===== src/rtl/fc_param_pkg.sv =====
// -----------------------------------------------------------------------------
// fc_param_pkg
// Shared constants and types for the fully connected layer controller.
//   - Layer geometry: INNEURON, OUTNEURON, PO, GROUPS, RD_LAT
//   - Width constants for the controller outputs
//   - fc_ctrl_state_t: controller FSM state encoding
//   - SLOAD_*: write-back phase numbers seen by the FC result writer
// -----------------------------------------------------------------------------
package fc_param_pkg;

  localparam int unsigned INNEURON  = 64;
  localparam int unsigned OUTNEURON = 40;
  localparam int unsigned PO        = 4;
  localparam int unsigned GROUPS    = OUTNEURON / PO;
  localparam int unsigned RD_LAT    = 1;

  localparam int unsigned FC_COUNT_SLOAD_BITWIDTH      = 3;
  localparam int unsigned FC_COUNT_OUT_NEURON_BITWIDTH = 5;
  localparam int unsigned IN_ADDR_WIDTH                = 6;
  localparam int unsigned W_ADDR_WIDTH                 = 10;

  typedef enum logic [2:0] {
    StIdle,
    StAccum,
    StFlush,
    StDrain,
    StDone
  } fc_ctrl_state_t;

  // Write-back phases: 1 advances the writer address, 2 captures the
  // accumulator, 3..5 assert the writer's write-enable.
  localparam int unsigned SLOAD_ADV     = 1;
  localparam int unsigned SLOAD_CAP     = 2;
  localparam int unsigned SLOAD_WR_LAST = 5;

endpackage


===== src/rtl/fc_rd_delay.sv =====
// -----------------------------------------------------------------------------
// fc_rd_delay
// DEPTH-stage, 1-bit shift register with synchronous clear. Aligns the
// read-issue strobe with data returning from the neuron/weight RAMs.
//   i_clock : clock, rising edge
//   i_clear : synchronous clear of every stage (active high)
//   i_in    : strobe entering the delay line
//   o_out   : i_in delayed by DEPTH cycles
// -----------------------------------------------------------------------------
module fc_rd_delay #(
  parameter int unsigned DEPTH = fc_param_pkg::RD_LAT
) (
  input  logic i_clock,
  input  logic i_clear,
  input  logic i_in,
  output logic o_out
);

  logic [DEPTH-1:0] r_shift;

  always_ff @(posedge i_clock) begin
    if (i_clear) begin
      r_shift <= '0;
    end else begin
      r_shift[0] <= i_in;
      for (int i = 1; i < int'(DEPTH); i++) begin
        r_shift[i] <= r_shift[i-1];
      end
    end
  end

  assign o_out = r_shift[DEPTH-1];

endmodule


===== src/rtl/fc_layer_ctrl.sv =====
// -----------------------------------------------------------------------------
// fc_layer_ctrl
// Sequencer for one fully connected layer. For each of OUTNEURON/PO output
// groups it walks the input-neuron and weight read addresses, gates the MAC
// accumulators, waits for the last read to land, then runs the 5-phase
// write-back sequence consumed by the FC result writer.
//   i_clock         : clock, rising edge
//   i_reset         : synchronous reset, active high
//   i_start         : begin a layer pass (sampled only when idle)
//   i_hold          : stall input fetch (honoured only while accumulating)
//   o_in_addr       : input-neuron RAM read address
//   o_w_addr        : weight RAM read address = group*INNEURON + in_addr
//   o_acc_clear     : 1-cycle accumulator clear at the start of each group
//   o_acc_en        : accumulate the read data returning this cycle
//   o_enable        : result writer enable (write-back window)
//   o_count_sload   : write-back phase, 1..5 inside the window, else 0
//   o_count_out     : groups completed in this pass
//   o_busy          : high whenever a pass is in progress
//   o_done          : 1-cycle pulse at end of pass
// -----------------------------------------------------------------------------
module fc_layer_ctrl #(
  parameter int unsigned INNEURON                     = fc_param_pkg::INNEURON,
  parameter int unsigned OUTNEURON                    = fc_param_pkg::OUTNEURON,
  parameter int unsigned PO                           = fc_param_pkg::PO,
  parameter int unsigned RD_LAT                       = fc_param_pkg::RD_LAT,  // 1..4
  parameter int unsigned FC_COUNT_SLOAD_BITWIDTH      = fc_param_pkg::FC_COUNT_SLOAD_BITWIDTH,
  parameter int unsigned FC_COUNT_OUT_NEURON_BITWIDTH =
    fc_param_pkg::FC_COUNT_OUT_NEURON_BITWIDTH,
  parameter int unsigned IN_ADDR_WIDTH                = fc_param_pkg::IN_ADDR_WIDTH,
  parameter int unsigned W_ADDR_WIDTH                 = fc_param_pkg::W_ADDR_WIDTH
) (
  input  logic                                    i_clock,
  input  logic                                    i_reset,
  input  logic                                    i_start,
  input  logic                                    i_hold,
  output logic [IN_ADDR_WIDTH-1:0]                o_in_addr,
  output logic [W_ADDR_WIDTH-1:0]                 o_w_addr,
  output logic                                    o_acc_clear,
  output logic                                    o_acc_en,
  output logic                                    o_enable,
  output logic [FC_COUNT_SLOAD_BITWIDTH-1:0]      o_count_sload,
  output logic [FC_COUNT_OUT_NEURON_BITWIDTH-1:0] o_count_out,
  output logic                                    o_busy,
  output logic                                    o_done
);

  import fc_param_pkg::*;

  localparam int unsigned NUM_GROUPS = OUTNEURON / PO;
  localparam int unsigned GRP_W      = (NUM_GROUPS > 1) ? $clog2(NUM_GROUPS) : 1;
  localparam int unsigned FLUSH_W    = 3;
  localparam int unsigned SW         = FC_COUNT_SLOAD_BITWIDTH;
  localparam int unsigned CW         = FC_COUNT_OUT_NEURON_BITWIDTH;

  fc_ctrl_state_t         r_state;
  logic [GRP_W-1:0]       r_group;
  logic [FLUSH_W-1:0]     r_flush_cnt;
  logic [IN_ADDR_WIDTH-1:0] r_in_addr;
  logic [W_ADDR_WIDTH-1:0]  r_w_addr;
  logic                   r_acc_clear;
  logic                   r_enable;
  logic [SW-1:0]          r_count_sload;
  logic [CW-1:0]          r_count_out;
  logic                   r_busy;
  logic                   r_done;

  logic                     w_issue;
  logic                     w_last_addr;
  logic                     w_last_group;
  logic                     w_flush_end;
  logic                     w_drain_end;
  logic [IN_ADDR_WIDTH-1:0] w_in_addr_inc;
  logic [W_ADDR_WIDTH-1:0]  w_grp_base;
  logic [W_ADDR_WIDTH-1:0]  w_next_base;

  // A read is issued in every accumulate cycle that is not stalled.
  assign w_issue       = (r_state == StAccum) && !i_hold;
  assign w_last_addr   = (r_in_addr == IN_ADDR_WIDTH'(INNEURON - 1));
  assign w_last_group  = (r_group == GRP_W'(NUM_GROUPS - 1));
  assign w_flush_end   = (r_flush_cnt == FLUSH_W'(RD_LAT - 1));
  assign w_drain_end   = (r_count_sload == SW'(SLOAD_WR_LAST));
  assign w_in_addr_inc = r_in_addr + IN_ADDR_WIDTH'(1);
  assign w_grp_base    = W_ADDR_WIDTH'(r_group) * W_ADDR_WIDTH'(INNEURON);
  assign w_next_base   = w_grp_base + W_ADDR_WIDTH'(INNEURON);

  always_ff @(posedge i_clock) begin
    if (i_reset) begin
      r_state       <= StIdle;
      r_group       <= '0;
      r_flush_cnt   <= '0;
      r_in_addr     <= '0;
      r_w_addr      <= '0;
      r_acc_clear   <= 1'b0;
      r_enable      <= 1'b0;
      r_count_sload <= '0;
      r_count_out   <= '0;
      r_busy        <= 1'b0;
      r_done        <= 1'b0;
    end else begin
      // Pulse outputs default low.
      r_acc_clear <= 1'b0;
      r_done      <= 1'b0;

      case (r_state)
        StIdle: begin
          if (i_start) begin
            r_state     <= StAccum;
            r_group     <= '0;
            r_count_out <= '0;
            r_in_addr   <= '0;
            r_w_addr    <= '0;
            r_acc_clear <= 1'b1;
            r_busy      <= 1'b1;
          end
        end

        StAccum: begin
          if (!i_hold) begin
            if (w_last_addr) begin
              // Address stays parked on the last one; no wrap inside a group.
              r_state     <= StFlush;
              r_flush_cnt <= '0;
            end else begin
              r_in_addr <= w_in_addr_inc;
              r_w_addr  <= w_grp_base + W_ADDR_WIDTH'(w_in_addr_inc);
            end
          end
        end

        StFlush: begin
          // Wait until the final read has been accumulated before capture.
          if (w_flush_end) begin
            r_state       <= StDrain;
            r_count_out   <= r_count_out + CW'(1);
            r_count_sload <= SW'(SLOAD_ADV);
            r_enable      <= 1'b1;
          end else begin
            r_flush_cnt <= r_flush_cnt + FLUSH_W'(1);
          end
        end

        StDrain: begin
          if (w_drain_end) begin
            r_count_sload <= '0;
            r_enable      <= 1'b0;
            if (w_last_group) begin
              r_state <= StDone;
              r_done  <= 1'b1;
            end else begin
              r_state     <= StAccum;
              r_group     <= r_group + GRP_W'(1);
              r_in_addr   <= '0;
              r_w_addr    <= w_next_base;
              r_acc_clear <= 1'b1;
            end
          end else begin
            r_count_sload <= r_count_sload + SW'(1);
          end
        end

        StDone: begin
          r_state <= StIdle;
          r_busy  <= 1'b0;
        end

        default: begin
          r_state <= StIdle;
          r_busy  <= 1'b0;
        end
      endcase
    end
  end

  fc_rd_delay #(
    .DEPTH (RD_LAT)
  ) u_rd_delay (
    .i_clock (i_clock),
    .i_clear (i_reset),
    .i_in    (w_issue),
    .o_out   (o_acc_en)
  );

  assign o_in_addr     = r_in_addr;
  assign o_w_addr      = r_w_addr;
  assign o_acc_clear   = r_acc_clear;
  assign o_enable      = r_enable;
  assign o_count_sload = r_count_sload;
  assign o_count_out   = r_count_out;
  assign o_busy        = r_busy;
  assign o_done        = r_done;

endmodule


===== config.mk =====
export PLATFORM = sky130hd
export DESIGN_NAME = fc_layer_ctrl
export DESIGN_NICKNAME = d
export VERILOG_FILES = /design/src/rtl/fc_param_pkg.sv /design/src/rtl/fc_rd_delay.sv /design/src/rtl/fc_layer_ctrl.sv
export SDC_FILE = /design/constraint.sdc
export NUM_CORES = 1
export LEC_CHECK = 0
export ABC_AREA = 1
export CAP_MARGIN = 20
export CORE_MARGIN = 1
export CORE_UTILIZATION = 30
export CTS_CLUSTER_DIAMETER = 100
export DETAILED_ROUTE_END_ITERATION = 12
export HOLD_SLACK_MARGIN = 0.15
export SYNTH_ARGS = -nofsm -noshare
export SYNTH_HDL_FRONTEND = slang
export SYNTH_SLANG_ARGS = --single-unit

===== constraint.sdc =====
create_clock -name i_clock -period 3.2 [get_ports i_clock]
set_clock_uncertainty 0.15 [all_clocks]
set_input_delay 0.64 -clock i_clock [delete_from_list [all_inputs] [get_ports i_clock]]
set_output_delay 0.64 -clock i_clock [all_outputs]
set_load 0.02 [all_outputs]

==> flow_metrics.py <==
metrics = {
    "finish": {
        "areaGrowthSynthToFinish_pct": 24.44,
        "layout.nets": 311,
        "stdcell_count": 375,
        "drive_above_1_share_pct": 5.667,
        "final_util_pct": 38.74,
        "fillers": 628,
        "diodes": 0,
    },
    "clock_network": {
        "h-tree-depth": 2,
        "cts_buffer_depth": 2,
        "postCtsSetupBuffers": 0,
        "ctsHoldBuffers": 0,
        "clk_latency_ns": 0.28,
        "clock-sinks": 37,
        "post_cts_resized": 0,
        "numCtsBuffers": 5,
        "tritoncts": "built",
        "clk_root_buffer_cell": "clkbuf_8",
        "cts.clk_slew.worst_paths_ns": 0.07,
    },
    "placement": {
        "dp_hpwl_um": 3054,
        "place_congestion": 0.8150,
        "place_inst": 369,
        "portBuffers": 32,
    },
    "synth": {
        "syn_area_mm2": 0.001843,
        "synth-edff-count": 0,
        "synth_flop_cell": "dfxtp_1",
        "yosysMostFrequentCell": "nand2_1",
        "post-synth-top-area-fraction_pct": 40.19,
        "seq_area_frac_synth_pct": 40.19,
        "synthCells": 268,
        "ys_types": 29,
        "synth_top_area_cell": "dfxtp_1",
        "synth_nets": 278,
        "synth_area_leaders": "dfxtp_1, nand2_1, a21oi_1",
        "synth.avg_cell_area_um2": 6.877,
        "async_reset_ff_share_pct": 0,
        "synth_commonest_cells": "nand2_1, dfxtp_1, nor2_1",
        "ys_warn_count": 0,
        "synth_seq_cells": 37,
    },
    "power_and_ir_drop": {
        "p_leak_nw": 0.9144,
        "pwr_density_cell_mw_per_mm2": 714.7,
        "power.total_mw": 1.639,
        "peakVddDrop_mv": 0.2474,
    },
    "grt": {
        "grt_start_max_net_pins": 23,
        "grt_pass1_vias": 1523,
        "grt_overflow": 0,
        "antenna_found_initial": 0,
        "grt_usage_pct": 14.02,
        "grt_pass1_wl_um": 7010,
    },
    "sta": {
        "final-setup-viol-count": 0,
        "max-slew-margin-rel_pct": 73.40,
        "slew_viol_final": 0,
        "rsz0062_at_grt": "false",
        "fmax_mhz": 454.9,
        "min_period_over_period_pct": 68.69,
        "max_slew.worst_pin.slew_ns": 0.3985,
        "fin_crit_ns": 2.198,
        "totalNegativeSetupSlack_ns": 0,
        "finalHoldViolations": 0,
    },
    "critical_path": {
        "criticalPathCategory": "flip-flop to output port",
        "cp_cell_sequence": "clkdlybuf4s50_1",
        "critical_path.max_fanout": 8,
        "crit_family": "buffers and inverters",
        "required_ns": 2.41,
        "critPathSlowestCell": "clkdlybuf4s50_1",
        "crit_arrival_ns": 1.41,
        "crit_buf_inv": 1,
        "start_kind": "flip-flop",
        "critPathMaxStageDelay_ns": 0.66,
        "end_kind": "output port",
    },
    "drt": {
        "viasPerCell": 4.667,
        "via_count": 1750,
        "drc": 0,
        "wl_um": 4111,
        "drt-pass1-iter-count": 6,
        "drtIter0Drc": 63,
        "ant_nets": 0,
        "detail_route.wl_per_cell_um": 10.96,
    },
    "outcome": {
        "status": "finished clean",
    },
    "floorplan": {
        "coreArea_mm2": 0.005921,
        "die_w_um": 80.38,
        "die-area_mm2": 0.006461,
        "core.rowCount": 28,
        "die_h_um": 80.38,
        "initial_core_util_pct": 31.13,
        "ioPinCount": 33,
    },
    "run": {
        "drv_cap": 0,
    },
    "hold_path": {
        "hold_path_class": "flip-flop to flip-flop",
    },
}
[metal layers]
| metal | wire length (um) | up-vias | GRT usage [%] | share of wire [%] |
|---|---|---|---|---|
| li1 | - | 931 | - | - |
| met1 | 1972 | 755 | 18.52 | 48 |
| met2 | 1809 | 59 | 22.29 | 44 |
| met3 | 280 | 5 | 3.750 | 6.8 |
| met4 | 48 | 0 | 3.750 | 1.2 |
| met5 | 0 | - | 0 | 0 |
[flip-flops by register name, indices dropped and copies added (netlist names)]
register and cells:
r_group 4, o_enable 1, o_w_addr 9, o_done 1, o_count_sload 3, r_state 3
u_rd_delay.o_out 1, o_acc_clear 1, o_busy 1, r_flush_cnt 3, o_count_out 5, o_in_addr 5
[final cells by class]
cell class	instances	area [um^2]	share of cell area, %
clock buffers	5	68.82	3.001
flip-flops and latches	37	740.7	32.30
multi-input cells	195	948.4	41.35
well taps	75	93.84	4.092
inverters	29	108.9	4.746
clock inverters	1	5.005	0.2182
repair buffers	33	327.8	14.29
[report_power, final]
group / switching (mW) / leakage (nW) / internal [mW]
registers: 0.0832 / 0.301 / 0.546
logic: 0.467 / 0.573 / 0.253
clock network: 0.147 / 0.0399 / 0.143
[placed cells by master (no fill, tap or decap), drive strengths merged, types with 2 or more instances in the layout]
master,netlist,layout
inv,29,29
clkbuf,3,5
o21ai,20,20
nand4,3,3
nor2,39,39
ha,6,6
xnor2,2,2
o211ai,2,2
a21oi,28,28
nand3,13,13
nand2,69,69
clkdlybuf4s50,0,32
nor3,5,5
dfxtp,37,37
[per-stage QoR]
step	cell area, um^2	hold slack [ns]	worst slack [ns]
6_report	2293	0.3190	1.002
3_3_place_gp	2220	0.3086	0.9159
5_1_grt	2293	0.3373	0.8880
3_5_place_dp	2220	0.3104	0.8861
4_1_cts	2293	0.3256	0.9819
2_1_floorplan	1843	0.3106	1.404
[path summary, 6_finish.rpt]
check / start / endpoint / depth (start not counted) / slack [ns]
max: o_w_addr[0] / o_in_addr[0] / 1 / 1.00
min: o_busy / o_busy / 2 / 0.32
max reg2reg: r_state[2] / o_w_addr[6] / 8 / 1.13
min reg2reg: o_busy / o_busy / 2 / 0.32
[cell families after synthesis]
group                    Yosys count  share of synthesized area (%)
AND/OR/NAND/NOR                  133                          30.89
AO/OA/AOI/OAI                     53                          15.07
buffers and inverters             36                          8.350
XOR/XNOR                           3                          1.426
adder cells (fa/ha/maj)            6                          4.073
flip-flops                        37                          40.19
Note: power is estimated with default switching activity, not from simulation.
